File: src/rtl/prog_mem_loader.sv
// Program memory for the Salamander-4 core: CLEAR sweep, streamed valid/ready load, registered fetch.
// Optional feature macro PROG_MEM_PARITY_EN adds a stored even-parity bit per word and the fetch_perr port.
module prog_mem_loader #(
  parameter int                   DATA_SIZE = 6,
  parameter int                   ADDR_SIZE = 5,
  parameter logic [DATA_SIZE-1:0] CLEAR_VAL = {DATA_SIZE{1'b0}}
) (
  input  logic                 clk,
  input  logic                 rst,
  input  logic                 load_valid,
  output logic                 load_ready,
  input  logic [DATA_SIZE-1:0] load_data,
  input  logic                 load_last,
  input  logic                 reload,
  output logic [ADDR_SIZE:0]   prog_len,
  output logic                 run,
  input  logic                 fetch_req,
  input  logic [ADDR_SIZE-1:0] fetch_addr,
`ifdef PROG_MEM_PARITY_EN
  output logic                 fetch_perr,
`endif
  output logic                 fetch_valid,
  output logic [DATA_SIZE-1:0] fetch_data,
  output logic                 fetch_oob
);

  localparam int DEPTH = 2 ** ADDR_SIZE;
  localparam int LEN_W = ADDR_SIZE + 1;
`ifdef PROG_MEM_PARITY_EN
  localparam int WORD_W = DATA_SIZE + 1;
`else
  localparam int WORD_W = DATA_SIZE;
`endif
  localparam logic [ADDR_SIZE-1:0] PTR_MAX = {ADDR_SIZE{1'b1}};

  typedef enum logic [1:0] {
    S_CLEAR = 2'd0,
    S_LOAD  = 2'd1,
    S_RUN   = 2'd2
  } state_t;

  // Storage word: data in the low bits, parity (when enabled) on top.
  function automatic logic [WORD_W-1:0] encode_f(input logic [DATA_SIZE-1:0] d);
`ifdef PROG_MEM_PARITY_EN
    return {^d, d};
`else
    return d;
`endif
  endfunction

`ifdef PROG_MEM_PARITY_EN
  // Even parity over data+parity is zero for an intact word.
  function automatic logic parity_err_f(input logic [WORD_W-1:0] w);
    return ^w;
  endfunction
`endif

  logic [WORD_W-1:0]    mem_q [DEPTH];
  state_t               state_q, state_d;
  logic [ADDR_SIZE-1:0] ptr_q, ptr_d;
  logic [LEN_W-1:0]     prog_len_q, prog_len_d;
  logic                 load_ready_q, load_ready_d;
  logic                 run_q, run_d;
  logic                 fetch_valid_q, fetch_valid_d;
  logic [DATA_SIZE-1:0] fetch_data_q, fetch_data_d;
  logic                 fetch_oob_q, fetch_oob_d;
  logic                 fetch_perr_q, fetch_perr_d;
  logic                 we_s;
  logic [ADDR_SIZE-1:0] waddr_s;
  logic [WORD_W-1:0]    wdata_s;
  logic [WORD_W-1:0]    rword_s;

  // Next-state, memory write port and registered-output computation.
  always_comb begin
    state_d       = state_q;
    ptr_d         = ptr_q;
    prog_len_d    = prog_len_q;
    load_ready_d  = load_ready_q;
    run_d         = run_q;
    fetch_valid_d = 1'b0;
    fetch_data_d  = fetch_data_q;
    fetch_oob_d   = fetch_oob_q;
    fetch_perr_d  = fetch_perr_q;
    we_s          = 1'b0;
    waddr_s       = ptr_q;
    wdata_s       = encode_f(CLEAR_VAL);
    rword_s       = mem_q[fetch_addr];
    case (state_q)
      S_CLEAR: begin
        we_s  = 1'b1;
        ptr_d = ptr_q + ADDR_SIZE'(1);
        if (ptr_q == PTR_MAX) begin
          state_d      = S_LOAD;
          load_ready_d = 1'b1;
        end else begin
          state_d = S_CLEAR;
        end
      end
      S_LOAD: begin
        if (load_valid && load_ready_q) begin
          we_s       = 1'b1;
          wdata_s    = encode_f(load_data);
          ptr_d      = ptr_q + ADDR_SIZE'(1);
          prog_len_d = prog_len_q + LEN_W'(1);
          // A full memory ends the load even without load_last.
          if (load_last || (ptr_q == PTR_MAX)) begin
            state_d      = S_RUN;
            load_ready_d = 1'b0;
            run_d        = 1'b1;
          end else begin
            state_d = S_LOAD;
          end
        end else begin
          state_d = S_LOAD;
        end
      end
      S_RUN: begin
        if (fetch_req) begin
          fetch_valid_d = 1'b1;
          fetch_data_d  = rword_s[DATA_SIZE-1:0];
          fetch_oob_d   = ({1'b0, fetch_addr} >= prog_len_q);
`ifdef PROG_MEM_PARITY_EN
          fetch_perr_d  = parity_err_f(rword_s);
`else
          fetch_perr_d  = 1'b0;
`endif
        end else begin
          fetch_valid_d = 1'b0;
        end
        // Memory is deliberately not cleared on reload.
        if (reload) begin
          state_d      = S_LOAD;
          ptr_d        = {ADDR_SIZE{1'b0}};
          prog_len_d   = {LEN_W{1'b0}};
          run_d        = 1'b0;
          load_ready_d = 1'b1;
        end else begin
          state_d = S_RUN;
        end
      end
      default: begin
        state_d      = S_CLEAR;
        ptr_d        = {ADDR_SIZE{1'b0}};
        load_ready_d = 1'b0;
        run_d        = 1'b0;
      end
    endcase
  end

  // Control and output registers with synchronous reset.
  always_ff @(posedge clk) begin
    if (rst) begin
      state_q       <= S_CLEAR;
      ptr_q         <= {ADDR_SIZE{1'b0}};
      prog_len_q    <= {LEN_W{1'b0}};
      load_ready_q  <= 1'b0;
      run_q         <= 1'b0;
      fetch_valid_q <= 1'b0;
      fetch_data_q  <= {DATA_SIZE{1'b0}};
      fetch_oob_q   <= 1'b0;
      fetch_perr_q  <= 1'b0;
    end else begin
      state_q       <= state_d;
      ptr_q         <= ptr_d;
      prog_len_q    <= prog_len_d;
      load_ready_q  <= load_ready_d;
      run_q         <= run_d;
      fetch_valid_q <= fetch_valid_d;
      fetch_data_q  <= fetch_data_d;
      fetch_oob_q   <= fetch_oob_d;
      fetch_perr_q  <= fetch_perr_d;
    end
  end

  // Storage array; contents are initialised by the CLEAR sweep, not by reset.
  always_ff @(posedge clk) begin
    if (!rst && we_s) begin
      mem_q[waddr_s] <= wdata_s;
    end
  end

  assign load_ready  = load_ready_q;
  assign prog_len    = prog_len_q;
  assign run         = run_q;
  assign fetch_valid = fetch_valid_q;
  assign fetch_data  = fetch_data_q;
  assign fetch_oob   = fetch_oob_q;
`ifdef PROG_MEM_PARITY_EN
  assign fetch_perr  = fetch_perr_q;
`endif

endmodule

File: config.mk
export PLATFORM = sky130hd
export DESIGN_NAME = prog_mem_loader
export DESIGN_NICKNAME = d
export VERILOG_FILES = /design/src/rtl/prog_mem_loader.sv
export SDC_FILE = /design/constraint.sdc
export NUM_CORES = 1
export LEC_CHECK = 0
export CAP_MARGIN = 0
export CORE_UTILIZATION = 50
export DETAILED_ROUTE_END_ITERATION = 8
export GPL_ROUTABILITY_DRIVEN = 0
export PLACE_DENSITY = 0.65
export RECOVER_POWER = 100
export SETUP_SLACK_MARGIN = 0.5
export SYNTH_ARGS = -nofsm -noshare
export SYNTH_HDL_FRONTEND = slang
export SYNTH_SLANG_ARGS = --single-unit
File: constraint.sdc
create_clock -name clk -period 3.4 [get_ports clk]
set_input_delay 0.51 -clock clk [delete_from_list [all_inputs] [get_ports clk]]
set_output_delay 0.51 -clock clk [all_outputs]
set_load 0.02 [all_outputs]
# --- Word-level counts from Yosys, hierarchy flattened ---
# Memories as Yosys holds them, arrays and structs flattened. A register that Yosys moved wholly into a read port is not among the register bits.
# Cells that the tools add are included.
# Widths: inputs -> output; s select.
op_classes:
  bitwise_logic: 2
  mux: 27
  add_sub_neg: 2
  order_cmp: 1
  eq_ne: 7
  reduce_logical: 12
ops:
  columns: ["op", "count"]
  rows:
  - ["$mux 6", 4]
  - ["$pmux 5 s3", 1]
  - ["$mux 1", 12]
  - ["$pmux 6 s2", 1]
  - ["$mux 5", 2]
  - ["$ne 2x2->1 const B", 4]
  - ["$reduce_and 4->1", 2]
  - ["$add 6x1->6 const B", 1]
  - ["$ge 5x6->1", 1]
  - ["$mux 2", 3]
  - ["$pmux 1 s3", 2]
  - ["$pmux 2 s3", 1]
  - ["$add 5x1->5 const B", 1]
  - ["$eq 5x5->1 const B", 1]
  - ["$reduce_and 2->1", 2]
  - ["$reduce_and 3->1", 1]
  - ["$eq 2x1->1 const B", 1]
  - ["$eq 2x2->1 const B", 1]
  - ["$logic_and 1x1->1", 2]
  - ["$logic_not 2->1", 1]
  - ["$not 1->1", 2]
  - ["$pmux 1 s2", 1]
  - ["$reduce_bool 2->1", 1]
  - ["$reduce_or 2->1", 1]
  - ["other kinds (2)", 2]
totals:
  mem_bits_rw: 192
  regBits: 17
  output_inout_bits: 16
  elab_cells: 59
  inputBits: 17
  memories: 1
memory_table:
  columns: ["name", "depth", "width", "rd", "rd_clocked_by_memory_dff", "write_ports", "line", "text"]
  rows:
  - ["mem_q", 32, 6, 1, 1, 1, "58", "logic [WORD_W-1:0] mem_q [DEPTH];"]

# --- Longest topological paths before layout ---
depth:
  word_depth: 6
  mapped_depth: 11
  depth_no_buf: 8

# --- Worst setup path after synthesis ---
# OpenSTA, ideal clock, no wires.
synth_timing:
  path_kind: "input-to-reg"
  start: "input fetch_addr[0]"
  end: "register fetch_oob_q, in the netlist fetch_oob"
  cell_stages: 11
  setup_slack_ps: 1181
  setup_ps: 71
  n_path_buf: 3
  arrival_time_ps: 2149
  required_ps: 3329
  cell_sequence: "buf_4 buf_8 buf_6 inv_1 ha_1 nand2b_1 a21o_1 a21o_1 a211oi_1 or4_1 a21oi_1"
synth_between:
  elab_chain_len: 1
synth_lines:
  columns: ["element", "line", "text"]
  rows:
  - ["start: declaration", "18", "input logic [ADDR_SIZE-1:0] fetch_addr,"]
  - ["$ge 5x6->1", "121", "fetch_oob_d = ({1'b0, fetch_addr} >= prog_len_q);"]
  - ["end signal: assignment", "170", "fetch_oob_q <= fetch_oob_d;"]
  - ["end: declaration", "66", "logic fetch_oob_q, fetch_oob_d;"]
# No other way between the ends.
# A chain may end at the register's enable or synchronous reset.

==> results_dict.tcl <==
set metrics [dict create \
    cts_setup_buffers 0 \
    die_area_sq_mm 0.0182 \
    startpoint_type "input pin" \
    drv_cap 0 \
    grt_usage 0.232 \
    place_inst 832 \
    cts_root_buf "clkbuf_16" \
    whs_path_depth 2 \
    drc_errors 0 \
    htreeDepth 1 \
    ys_seq_area_frac 0.704 \
    finalCritPeriodShare 0.803 \
    synth_area_per_cell_sq_um 14.9 \
    syn_area_sq_mm 0.00884 \
    drv_slew 0 \
    r2r.worst_path.cells 4 \
    drt_iter0_markers 450 \
    drt_pass1_iterations 4 \
    cp.arrival_ns 3.12 \
    maxSlewHeadroom 0.0775 \
    min_path_type "flip-flop to flip-flop" \
    timing.fmax_mhz 366 \
    ant_nets 0 \
    post-route-util 0.581 \
    status "finished clean" \
    overflow 0 \
    rows 48 \
    die_x_um 135 \
    critPathMaxFanout 24 \
    cts_tree "built" \
    nets 659 \
    grt_start_max_net_pins 36 \
    ir_worst_vdd_mv 0.435 \
    synth_warnings 0 \
    netlist_instances 592 \
    hold_buffers 0 \
    ys_top_cells_by_area "edfxtp_1 65%, mux2i_1 11%, dfxtp_1 5.2%, a22oi_1 4.2%, nor2_1 2.8%" \
    yosys.area.top_type_share 0.652 \
    fin_setup_tns_ns 0 \
    synth_edf_count 192 \
    criticalPathCategory "input pin to flip-flop" \
    clock-skew-final_ns 0.0164 \
    fill_cells 1337 \
    synth_seq_cells 215 \
    grt_pass1_wl_mm 30.6 \
    cts_made_buffers 22 \
    rrSetupSlack_ns 1.08 \
    core_sq_mm 0.0173 \
    setup_viol 0 \
    hold_viol_final 0 \
    rsz0062_at_grt "false" \
    dpl.hpwl_mm 12.9 \
    die_h_um 135 \
    syn_nets 620 \
    stdcell_count 871 \
    syn_to_final_growth_pct 13.6 \
    grt_pass1_vias 5129 \
    clkSinkCount 215 \
    drive_gt1_frac 0.0789 \
    fin_crit_ns 2.73 \
    powerDensity_mw_per_mm2 528 \
    vias_per_cell 5.80 \
    grt_antenna_before_repair 0 \
    vias 5053 \
    ctsResizeCount 0 \
    port-buffer-count 32 \
    cts_buffer_depth 3 \
    slowest_stage "and2_0" \
    wire_per_inst_um 23.3 \
    synth_ff_type "edfxtp_1" \
    slowest_delay_ns 1.07 \
    end_kind "flip-flop" \
    async_flop_share 0 \
    power_mw 5.30 \
    initial_utilization 0.511 \
    crit_chain "dlygate4sd3_1 -> and2_0 -> a22oi_1 -> a21oi_1 -> nor4_1 -> nor2_1 -> nor3_1" \
    critPathRequiredTime_ns 3.79 \
    antenna_cells 0 \
    tightest_slew_ns 1.38 \
    io_pins 33 \
    p_leak_nw 3.16 \
    clkTransAtPathRegs_ns 0.06 \
    yosysUniqueCellTypes 40 \
    wirelength_mm 20.3 \
    clk_latency_ns 0.51 \
    yosys.area.top_type "edfxtp_1" \
]
==> logic make-up after synthesis <==
logic type,share of synthesized area
adder cells (fa/ha/maj),0.0156
AND/OR/NAND/NOR,0.0675
flip-flops,0.704
XOR/XNOR,0.00693
AO/OA/AOI/OAI,0.0695
buffers and inverters,0.0269
multiplexers,0.110
==> Yosys cell counts (2+ instances only) <==
library cell,instances
a211oi_1,2
a21o_1,2
a21oi_1,34
a22oi_1,49
a31oi_1,2
and2_1,8
buf_1,3
buf_12,2
buf_2,5
buf_4,6
buf_6,2
clkbuf_1,12
dfxtp_1,23
edfxtp_1,192
ha_1,11
inv_1,8
mux2i_1,97
nand2_1,15
nand2b_1,4
nand3_1,3
nand3b_1,3
nand4_1,2
nor2_1,67
nor2b_1,6
nor3_1,7
nor4_1,6
o21bai_1,2
or3b_2,2
xnor2_1,4
xor2_1,3
==> path summary, 6_finish.rpt <==
path | start | end
setup reg to reg | load_ready | mem_q[15][2]
setup / recovery | fetch_addr[1] | fetch_data[0]
hold / removal | run | run
hold reg to reg | run | run
==> per-layer routing <==
metal  global-route usage  vias up  part of all wire  routed length [um]
met1                0.312     2510              0.43                8750
met2                0.388      164              0.49                9910
met3               0.0334       44             0.050                1020
met5                    0        -                 0                   0
met4               0.0787        0             0.030                 613
li1                     -     2335                 -                   -
==> state kept, by name, indices dropped and copies added (netlist names) <==
register / count
state_q: 2
fetch_data: 6
mem_q: 192
run: 1
fetch_oob: 1
load_ready: 1
ptr_q: 5
fetch_valid: 1
prog_len: 6
==> stage by stage <==
step | setup slack, ns | cell area, sq um | hold slack [ns]
3_3_place_gp | 0.535 | 9370 | 0.448
5_1_grt | 0.497 | 10000 | 0.481
3_5_place_dp | 0.400 | 9370 | 0.452
6_report | 0.669 | 10000 | 0.460
4_1_cts | 0.917 | 10100 | 0.468
2_1_floorplan | 1.18 | 8840 | 0.534
==> power breakdown <==
part	internal, mW	switching [mW]	leakage, nW
sequential	2.86	0.0114	1.59
clock	1.30	0.951	0.341
combinational	0.0715	0.112	1.23
==> critical path, delay by kind of cell <==
kind            cells  cell delay [ns]
buf+inv             1             0.61
compound gates      2             0.63
simple gates        4             1.37
==> cells in the final DEF, fill, tap and decap left out, types with 2 or more instances in the layout <==
cell             instances
xor2_1                   3
ha_1                    11
dfxtp_1                 23
nor2b_1                  6
nor4_1                   6
a21o_1                   2
nand4_1                  2
or3b_2                   2
a211oi_1                 2
o21bai_1                 2
edfxtp_1               192
clkbuf_1                 6
xnor2_1                  4
a21oi_1                 34
nor2_1                  67
buf_4                   10
clkbuf_8                 5
and2_1                   3
nand3_1                  3
a22oi_1                 49
inv_1                    8
nand2b_1                 4
buf_12                   2
mux2i_1                 97
a31oi_1                  2
clkbuf_16               22
nand3b_1                 3
nor3_1                   7
and2_0                   5
clkinv_2                 5
dlygate4sd3_1           18
clkbuf_2                 2
nand2_1                 15
clkdlybuf4s50_1         13
==> cell type report <==
class                      instances  area, sq um  share of cell area
inverter                           9         33.8             0.00336
timing repair buffer              46          439              0.0437
sequential                       215         6230               0.620
clock buffer                      32          638              0.0635
clock inverter                     7         45.0             0.00448
multi-input combinational        337         2380               0.237
tap                              225          282              0.0280
Note: power is estimated with default switching activity, not from simulation.
